`src/rtl/id_stage_pipe_if.sv`:
```
// Bundle of fetch, writeback, flush and execute-side signals for the decode stage.
// The decode stage connects through the slave modport; fetch/execute drive the master side.
interface id_stage_pipe_if #(
    parameter int DATA_WIDTH = 32
);
    localparam int AW = 5;

    logic                  if_valid_in;
    logic                  if_ready_out;
    logic [31:0]           if_inst_in;
    logic [DATA_WIDTH-1:0] if_pc_in;

    logic                  wb_en_in;
    logic [AW-1:0]         wb_rd_in;
    logic [DATA_WIDTH-1:0] wb_data_in;

    logic                  flush_in;

    logic                  ex_valid_out;
    logic                  ex_ready_in;
    logic [DATA_WIDTH-1:0] ex_pc_out;
    logic [DATA_WIDTH-1:0] ex_opr_a_out;
    logic [DATA_WIDTH-1:0] ex_opr_b_out;
    logic [DATA_WIDTH-1:0] ex_imm_out;
    logic [6:0]            ex_opcode_out;
    logic [2:0]            ex_funct3_out;
    logic [6:0]            ex_funct7_out;
    logic [AW-1:0]         ex_rd_out;

    modport slave (
        input  if_valid_in, if_inst_in, if_pc_in,
        input  wb_en_in, wb_rd_in, wb_data_in,
        input  flush_in, ex_ready_in,
        output if_ready_out, ex_valid_out, ex_pc_out, ex_opr_a_out, ex_opr_b_out,
        output ex_imm_out, ex_opcode_out, ex_funct3_out, ex_funct7_out, ex_rd_out
    );

    modport master (
        output if_valid_in, if_inst_in, if_pc_in,
        output wb_en_in, wb_rd_in, wb_data_in,
        output flush_in, ex_ready_in,
        input  if_ready_out, ex_valid_out, ex_pc_out, ex_opr_a_out, ex_opr_b_out,
        input  ex_imm_out, ex_opcode_out, ex_funct3_out, ex_funct7_out, ex_rd_out
    );
endinterface

```
`src/rtl/id_stage_pipe.sv`:
```
// RV32 decode stage: register file, immediate generation, load-use stall and one output register.
// Optional macro ID_STAGE_PIPE_WB_BYPASS_EN forwards same-cycle writeback data into the operands.
module id_stage_pipe #(
    parameter int DATA_WIDTH = 32,
    parameter int REG_COUNT  = 32
) (
    input  logic           clk,
    input  logic           arst_n,
    id_stage_pipe_if.slave bus
);
    localparam int AW = 5;

    logic [DATA_WIDTH-1:0] regs [REG_COUNT];

    logic [31:0]           inst;
    logic [6:0]            opcode;
    logic [AW-1:0]         rs1;
    logic [AW-1:0]         rs2;
    logic                  wb_write;
    logic [DATA_WIDTH-1:0] rf_a;
    logic [DATA_WIDTH-1:0] rf_b;
    logic [DATA_WIDTH-1:0] opr_a;
    logic [DATA_WIDTH-1:0] opr_b;
    logic [31:0]           imm32;
    logic [DATA_WIDTH-1:0] imm;
    logic                  hazard;
    logic                  ready;
    logic                  accept;

    logic                  ex_valid;
    logic [DATA_WIDTH-1:0] ex_pc;
    logic [DATA_WIDTH-1:0] ex_opr_a;
    logic [DATA_WIDTH-1:0] ex_opr_b;
    logic [DATA_WIDTH-1:0] ex_imm;
    logic [6:0]            ex_opcode;
    logic [2:0]            ex_funct3;
    logic [6:0]            ex_funct7;
    logic [AW-1:0]         ex_rd;

    assign inst   = bus.if_inst_in;
    assign opcode = inst[6:0];
    assign rs1    = inst[19:15];
    assign rs2    = inst[24:20];

    assign wb_write = bus.wb_en_in && (bus.wb_rd_in != '0) && (int'(bus.wb_rd_in) < REG_COUNT);

    always_ff @(posedge clk or negedge arst_n) begin
        if (!arst_n) begin
            for (int i = 0; i < REG_COUNT; i++) regs[i] <= '0;
        end else if (wb_write) begin
            regs[bus.wb_rd_in] <= bus.wb_data_in;
        end
    end

    // x0 and indices beyond the implemented register count read as zero.
    always_comb begin
        rf_a = '0;
        rf_b = '0;
        if (rs1 != '0 && int'(rs1) < REG_COUNT) rf_a = regs[rs1];
        if (rs2 != '0 && int'(rs2) < REG_COUNT) rf_b = regs[rs2];
    end

`ifdef ID_STAGE_PIPE_WB_BYPASS_EN
    assign opr_a = (wb_write && bus.wb_rd_in == rs1) ? bus.wb_data_in : rf_a;
    assign opr_b = (wb_write && bus.wb_rd_in == rs2) ? bus.wb_data_in : rf_b;
`else
    assign opr_a = rf_a;
    assign opr_b = rf_b;
`endif

    // Every format places the sign bit at inst[31], so imm32[31] is always the extension bit.
    always_comb begin
        imm32 = '0;
        case (opcode)
            7'b0000011, 7'b0010011, 7'b1100111, 7'b1110011:
                imm32 = {{20{inst[31]}}, inst[31:20]};
            7'b0100011:
                imm32 = {{20{inst[31]}}, inst[31:25], inst[11:7]};
            7'b1100011:
                imm32 = {{19{inst[31]}}, inst[31], inst[7], inst[30:25], inst[11:8], 1'b0};
            7'b0110111, 7'b0010111:
                imm32 = {inst[31:12], 12'b0};
            7'b1101111:
                imm32 = {{11{inst[31]}}, inst[31], inst[19:12], inst[20], inst[30:21], 1'b0};
            default:
                imm32 = '0;
        endcase
    end

    assign imm = DATA_WIDTH'($signed(imm32));

    assign hazard = ex_valid && (ex_opcode == 7'b0000011) && (ex_rd != '0) &&
                    ((rs1 == ex_rd) || (rs2 == ex_rd));
    assign ready  = bus.flush_in || ((!ex_valid || bus.ex_ready_in) && !hazard);
    assign accept = bus.if_valid_in && ready && !bus.flush_in;

    // Flush beats accept; a drain or load-use bubble only clears valid, payload keeps its value.
    always_ff @(posedge clk or negedge arst_n) begin
        if (!arst_n) begin
            ex_valid  <= 1'b0;
            ex_pc     <= '0;
            ex_opr_a  <= '0;
            ex_opr_b  <= '0;
            ex_imm    <= '0;
            ex_opcode <= '0;
            ex_funct3 <= '0;
            ex_funct7 <= '0;
            ex_rd     <= '0;
        end else if (bus.flush_in) begin
            ex_valid <= 1'b0;
        end else if (accept) begin
            ex_valid  <= 1'b1;
            ex_pc     <= bus.if_pc_in;
            ex_opr_a  <= opr_a;
            ex_opr_b  <= opr_b;
            ex_imm    <= imm;
            ex_opcode <= opcode;
            ex_funct3 <= inst[14:12];
            ex_funct7 <= inst[31:25];
            ex_rd     <= inst[11:7];
        end else if (bus.ex_ready_in) begin
            ex_valid <= 1'b0;
        end
    end

    assign bus.if_ready_out  = ready;
    assign bus.ex_valid_out  = ex_valid;
    assign bus.ex_pc_out     = ex_pc;
    assign bus.ex_opr_a_out  = ex_opr_a;
    assign bus.ex_opr_b_out  = ex_opr_b;
    assign bus.ex_imm_out    = ex_imm;
    assign bus.ex_opcode_out = ex_opcode;
    assign bus.ex_funct3_out = ex_funct3;
    assign bus.ex_funct7_out = ex_funct7;
    assign bus.ex_rd_out     = ex_rd;
endmodule

```
`src/flat_wrapper.sv`:
```
// flat-port wrapper written by rule: the top's interface ports become plain ports
module id_stage_pipe_flat 
#(
    parameter int DATA_WIDTH = 32,
    parameter int REG_COUNT  = 32
)
  (clk, arst_n, bus_if_valid_in, bus_if_inst_in, bus_if_pc_in, bus_wb_en_in, bus_wb_rd_in, bus_wb_data_in, bus_flush_in, bus_ex_ready_in, bus_if_ready_out, bus_ex_valid_out, bus_ex_pc_out, bus_ex_opr_a_out, bus_ex_opr_b_out, bus_ex_imm_out, bus_ex_opcode_out, bus_ex_funct3_out, bus_ex_funct7_out, bus_ex_rd_out);
  id_stage_pipe_if #(.DATA_WIDTH(DATA_WIDTH)) bus_i ();
  input  logic clk;
  input  logic arst_n;
  input wire logic [$bits(bus_i.if_valid_in)-1:0] bus_if_valid_in;
  input wire logic [$bits(bus_i.if_inst_in)-1:0] bus_if_inst_in;
  input wire logic [$bits(bus_i.if_pc_in)-1:0] bus_if_pc_in;
  input wire logic [$bits(bus_i.wb_en_in)-1:0] bus_wb_en_in;
  input wire logic [$bits(bus_i.wb_rd_in)-1:0] bus_wb_rd_in;
  input wire logic [$bits(bus_i.wb_data_in)-1:0] bus_wb_data_in;
  input wire logic [$bits(bus_i.flush_in)-1:0] bus_flush_in;
  input wire logic [$bits(bus_i.ex_ready_in)-1:0] bus_ex_ready_in;
  output wire logic [$bits(bus_i.if_ready_out)-1:0] bus_if_ready_out;
  output wire logic [$bits(bus_i.ex_valid_out)-1:0] bus_ex_valid_out;
  output wire logic [$bits(bus_i.ex_pc_out)-1:0] bus_ex_pc_out;
  output wire logic [$bits(bus_i.ex_opr_a_out)-1:0] bus_ex_opr_a_out;
  output wire logic [$bits(bus_i.ex_opr_b_out)-1:0] bus_ex_opr_b_out;
  output wire logic [$bits(bus_i.ex_imm_out)-1:0] bus_ex_imm_out;
  output wire logic [$bits(bus_i.ex_opcode_out)-1:0] bus_ex_opcode_out;
  output wire logic [$bits(bus_i.ex_funct3_out)-1:0] bus_ex_funct3_out;
  output wire logic [$bits(bus_i.ex_funct7_out)-1:0] bus_ex_funct7_out;
  output wire logic [$bits(bus_i.ex_rd_out)-1:0] bus_ex_rd_out;
  assign bus_i.if_valid_in = bus_if_valid_in;
  assign bus_i.if_inst_in = bus_if_inst_in;
  assign bus_i.if_pc_in = bus_if_pc_in;
  assign bus_i.wb_en_in = bus_wb_en_in;
  assign bus_i.wb_rd_in = bus_wb_rd_in;
  assign bus_i.wb_data_in = bus_wb_data_in;
  assign bus_i.flush_in = bus_flush_in;
  assign bus_i.ex_ready_in = bus_ex_ready_in;
  assign bus_if_ready_out = bus_i.if_ready_out;
  assign bus_ex_valid_out = bus_i.ex_valid_out;
  assign bus_ex_pc_out = bus_i.ex_pc_out;
  assign bus_ex_opr_a_out = bus_i.ex_opr_a_out;
  assign bus_ex_opr_b_out = bus_i.ex_opr_b_out;
  assign bus_ex_imm_out = bus_i.ex_imm_out;
  assign bus_ex_opcode_out = bus_i.ex_opcode_out;
  assign bus_ex_funct3_out = bus_i.ex_funct3_out;
  assign bus_ex_funct7_out = bus_i.ex_funct7_out;
  assign bus_ex_rd_out = bus_i.ex_rd_out;
  id_stage_pipe #(.DATA_WIDTH(DATA_WIDTH), .REG_COUNT(REG_COUNT)) u_core (.clk(clk), .arst_n(arst_n), .bus(bus_i));
endmodule
```
`config.mk`:
```
export PLATFORM = sky130hd
export DESIGN_NAME = id_stage_pipe_flat
export DESIGN_NICKNAME = d
export VERILOG_FILES = /design/src/rtl/id_stage_pipe_if.sv /design/src/rtl/id_stage_pipe.sv /design/src/flat_wrapper.sv
export SDC_FILE = /design/constraint.sdc
export NUM_CORES = 2
export LEC_CHECK = 0
export BUFFER_PORTS_ARGS = -buffer_cell sky130_fd_sc_hd__buf_2
export CAP_MARGIN = 10
export CORE_ASPECT_RATIO = 0.9
export CORE_MARGIN = 2
export CORE_UTILIZATION = 40
export DETAILED_ROUTE_END_ITERATION = 12
export GPL_TIMING_DRIVEN = 0
export PLACE_DENSITY_LB_ADDON = 0.25
export SYNTH_ARGS = -nofsm -noshare
export SYNTH_HDL_FRONTEND = slang
export SYNTH_SLANG_ARGS = --single-unit
export TNS_END_PERCENT = 50
```
`constraint.sdc`:
```
create_clock -name clk -period 2.7 [get_ports clk]
set_input_delay 0.27 -clock clk [delete_from_list [all_inputs] [get_ports clk]]
set_output_delay 0.27 -clock clk [all_outputs]
set_load 0.005 [all_outputs]
```
==> metrics list <==
- Outcome: finished with violations
* Failing checks: hold timing, setup timing
- In this run, CTS created clock tree buffers numbering 134.
* Ys async rst share: 100.0%
- Counting every net in the synthesized netlist gives roughly 4800.
- After synthesis, the largest area contributor takes up 48.23% of total cell area.
- Measured along the y axis, the die boundary spans ~370 µm.
- Place WS: -1243 ps
- In this run the power density over the cells is 751.5 nW/µm².
- The synthesized netlist devotes 0% of its cell area to adder and majority cells.
- Post-route setup TNS: -483.4 ps
- Die area: ~160000 µm²
* Post-synth top flop: sky130_fd_sc_hd__dfrtp_1
* Clock slew at reported path FFs: ~70 ps
- The number of cells on the worst reg-to-reg path is 6.
- Across the VDD grid, the largest voltage drop is roughly 0.00075 V.
- Antenna Nets Post-Route: 0
- Total of flip-flops plus latches after synthesis: roughly 1200
- Critical path endpoint category: register
- Summing the sequential cell areas from Yosys gives 48.23% of the chip area.
* Post-synthesis area per instance: between 10 and 15 µm²
- Final hold analysis gives a worst-case slack of -509.5 ps.
- Input and output buffers added on the ports amount to 250.
* Xor and xnor area share after synthesis: less than 1%
- The first global-routing pass estimated 352.9 mm of wire.
- Data arrives at the worst endpoint at about 3500 ps.
- Routability-driven placement finished with a final weighted congestion of between 0.9 and 1.
- Tracing the worst setup path back leads to its startpoint at bus_if_inst_in[17].
- In the layout the commonest cells are 1175 x sky130_fd_sc_hd__dfrtp_1, 992 x sky130_fd_sc_hd__mux2_2, 512 x sky130_fd_sc_hd__mux2i_1.
* Number of antenna violations at the first check in global routing: 17
- On the final layout, the worst clock skew is between 50 and 60 ps.
* Mean routed wirelength per cell: approximately 35 µm
- The clock passes through at most 3 buffers.
* Fillcell total: between 10000 and 15000
* Dpl cells: slightly below 7000
* Clk Tree Root Cell: sky130_fd_sc_hd__clkbuf_16
- Row generation in the floorplan step produced between 100 and 150 rows.
- R2R setup slack: -30 ps
- Area contributors post-synth: sky130_fd_sc_hd__dfrtp_1 48%, sky130_fd_sc_hd__mux2_2 18%, sky130_fd_sc_hd__mux4_2 9.3%, sky130_fd_sc_hd__mux2i_1 8.4%, sky130_fd_sc_hd__a221oi_1 3.4%
- Post-detail-place hpwl: 173.8 mm
* Count of different cell masters after synthesis: 51
* Leak: around 32 nW
- Headroom to the max-slew limit came out at under 10%.
* Worst skew pair latency: 830 ps
- After synthesis, the largest family of logic cells by area is multiplexers.
- Slew at the pin closest to its max-slew limit: ~1500 ps
- Share of cell area taken by muxes after synthesis: between 30% and 40%
- I/O pins: between 200 and 300
* Pin count of the biggest net entering global routing: approximately 160
- Residual DRC count: 0
- Max-cap violations in this run came to 0.
* Cell area after synthesis: approximately 60000 µm²
- Worst Path Required: roughly 3300 ps
* Synth area leader: sky130_fd_sc_hd__dfrtp_1
* Vias per cell: about 6.5
- The worst register-to-register path begins at u_core.bus.ex_rd_out[0].
- Sort of element at the start of the critical path: input pin
- Period utilization: 105.5%
- Cells after Synth: ~4600
* Number of nets in the layout: 5255
- H-Tree Level Count: 4
- The Yosys step of the flow raised 0 warnings.
* TritonCTS clock tree: built
- Number of synthesized flops with an enable pin: 0
* Area growth from synthesis to final layout: 16.28%
* Clock sink total: around 1200
- Crit path max fanout: 10
* Die extent in x: 415.5 µm
- Cell Count, Final, Fillers Out: ~7300
* Final critical-path setup slack: -147.3 ps
* DRC marker count from the first detailed-route iteration: approximately 6300
* Vias: approximately 47000
- Total global-route track usage: 32.41%
- Max frequency: 351.2 MHz
- The hold violation total from the final report was 116.
- After Yosys synthesis, and, or, nand and nor cells account for between 3 and 4% of the synthesized area.
- Effective utilization at floorplan: approximately two fifths
* Fraction of layout instances using a drive strength above 1: a little under two fifths
- Kind of critical path: input pin to register
* Placeable core area: around 150000 µm²
- Minimum clock period after layout: 2847 ps
- Capturing instance or port of the critical path: u_core.bus.ex_opr_a_out[5]
- The worst register-to-register path ends at u_core.bus.ex_opr_b_out[14].
- Iteration count of the initial detailed-routing pass: 6
* Compound-Gate Fraction of Synth Area: around 8.5%
- Most common cell after layout, fill and taps aside: sky130_fd_sc_hd__dfrtp_1
* Number of setup violations in the final report: 11
* Number of global-route vias before repair: roughly 46000
* HP Class: input pin to asynchronous set/reset pin
- Final Slew Violations: 0
* Remaining global-route overflow: 0
- Routed wire length: 257.0 mm
- For this design, the CTS-stage hold fixing added slightly below 90 buffers.
registers in the layout (all words and copies together), names as in the netlist:
name and count:
u_core.bus.ex_funct3_out 3, u_core.bus.ex_funct7_out 7, u_core.bus.ex_imm_out 32, u_core.bus.ex_opcode_out 7
u_core.bus.ex_opr_a_out 32, u_core.bus.ex_opr_b_out 32, u_core.bus.ex_pc_out 32, u_core.bus.ex_rd_out 5
u_core.bus.ex_valid_out 1, u_core.regs 1024
final cells by class:
class / count / area [µm²] / share of cell area [%]
diodes: 16 / 40.04 / 0.05648
plain buffers: 488 / 2386 / 3.366
clock buffers: 200 / 3988 / 5.625
clock inverters: 45 / 525.5 / 0.7413
inverters: 5 / 18.77 / 0.02648
multi-input cells: 2973 / 29230 / 41.24
flip-flops and latches: 1175 / 29400 / 41.48
well taps: 1986 / 2485 / 3.505
repair buffers: 371 / 2810 / 3.964
worst max-delay path: stages:
cell                              delay [ps]
sky130_fd_sc_hd__buf_2                   160
sky130_fd_sc_hd__buf_2                   370
sky130_fd_sc_hd__and2_1                  650
sky130_fd_sc_hd__clkdlybuf4s15_2         620
sky130_fd_sc_hd__a221oi_1                210
sky130_fd_sc_hd__o21ai_0                 230
sky130_fd_sc_hd__a21oi_1                 120
sky130_fd_sc_hd__a21oi_1                 630
sky130_fd_sc_hd__o21ai_0                 160
power by group:
group / total, W / internal, W / switching (W) / leakage (nW)
combinational: 0.0108 / 0.00545 / 0.00536 / 14.6
sequential: 0.0233 / 0.0209 / 0.00244 / 15.1
clock: 0.0192 / 0.0111 / 0.00804 / 2.23
total: 0.0533 / 0.0374 / 0.0158 / 31.9
metal layers:
layer | wire [µm] | vias up | global-route usage [%]
li1 | - | 18620 | -
met1 | 98660 | 24390 | 41.39
met2 | 109400 | 3159 | 47.02
met3 | 31710 | 825 | 12.34
met4 | 16960 | 12 | 18.22
met5 | 240 | - | 0.5855
worst min-delay path by stage:
stage / from / endpoint / slack (ps) / cells after the start
2_1_floorplan: arst_n / u_core.bus.ex_funct3_out[0] / -30 / 0
3_3_place_gp: u_core.bus.ex_imm_out[6] / u_core.bus.ex_imm_out[6] / 450 / 2
3_5_place_dp: arst_n / u_core.regs[729] / 330 / 1
4_1_cts: arst_n / u_core.regs[633] / -510 / 1
5_1_grt: arst_n / u_core.regs[569] / -460 / 1
6_report: arst_n / u_core.regs[571] / -510 / 1
logic make-up after synthesis:
kind of cell    after synthesis
buf+inv                     495
simple gates                454
compound gates              748
flops                      1175
mux                        1760
xor+xnor                     11
stage by stage:
stage	util (%)	total power [W]	area, µm²	hold WS, ps
3_3_place_gp	42.89	0.03349	64700	450.5
4_1_cts	46.91	0.05301	70770	-510.7
5_1_grt	46.98	0.05504	70860	-463.2
6_report	47.00	0.05327	70890	-509.5
2_1_floorplan	-	0.02980	60960	-25.59
3_5_place_dp	43.30	0.03392	65320	327.2
timing repair:
item	4_1_cts	5_1_grt
resized for setup	26	31
pin swaps	2	2
setup endpoints to repair	52	26
endpoints found under the hold margin	220	110
buffers inserted	1	0
synth_stat cells, types with 3 or more instances:
library cell	instances
sky130_fd_sc_hd__a211o_1	8
sky130_fd_sc_hd__a21oi_1	131
sky130_fd_sc_hd__a221o_1	10
sky130_fd_sc_hd__a221oi_1	238
sky130_fd_sc_hd__a22o_1	11
sky130_fd_sc_hd__a22oi_1	114
sky130_fd_sc_hd__a311oi_1	8
sky130_fd_sc_hd__a31oi_1	13
sky130_fd_sc_hd__and2_1	4
sky130_fd_sc_hd__buf_1	68
sky130_fd_sc_hd__buf_2	108
sky130_fd_sc_hd__buf_4	41
sky130_fd_sc_hd__buf_6	21
sky130_fd_sc_hd__buf_8	3
sky130_fd_sc_hd__clkbuf_1	248
sky130_fd_sc_hd__dfrtp_1	1175
sky130_fd_sc_hd__inv_1	4
sky130_fd_sc_hd__mux2_2	992
sky130_fd_sc_hd__mux2i_1	512
sky130_fd_sc_hd__mux4_2	253
sky130_fd_sc_hd__nand2_1	312
sky130_fd_sc_hd__nand2b_1	14
sky130_fd_sc_hd__nand3_1	12
sky130_fd_sc_hd__nand3b_1	4
sky130_fd_sc_hd__nor2_1	74
sky130_fd_sc_hd__nor2b_1	6
sky130_fd_sc_hd__nor3_1	7
sky130_fd_sc_hd__nor3b_1	5
sky130_fd_sc_hd__o2111ai_1	8
sky130_fd_sc_hd__o21ai_0	190
sky130_fd_sc_hd__o31ai_1	10
sky130_fd_sc_hd__or2_2	5
sky130_fd_sc_hd__xor2_1	11
(Power assumes the default switching activity.)
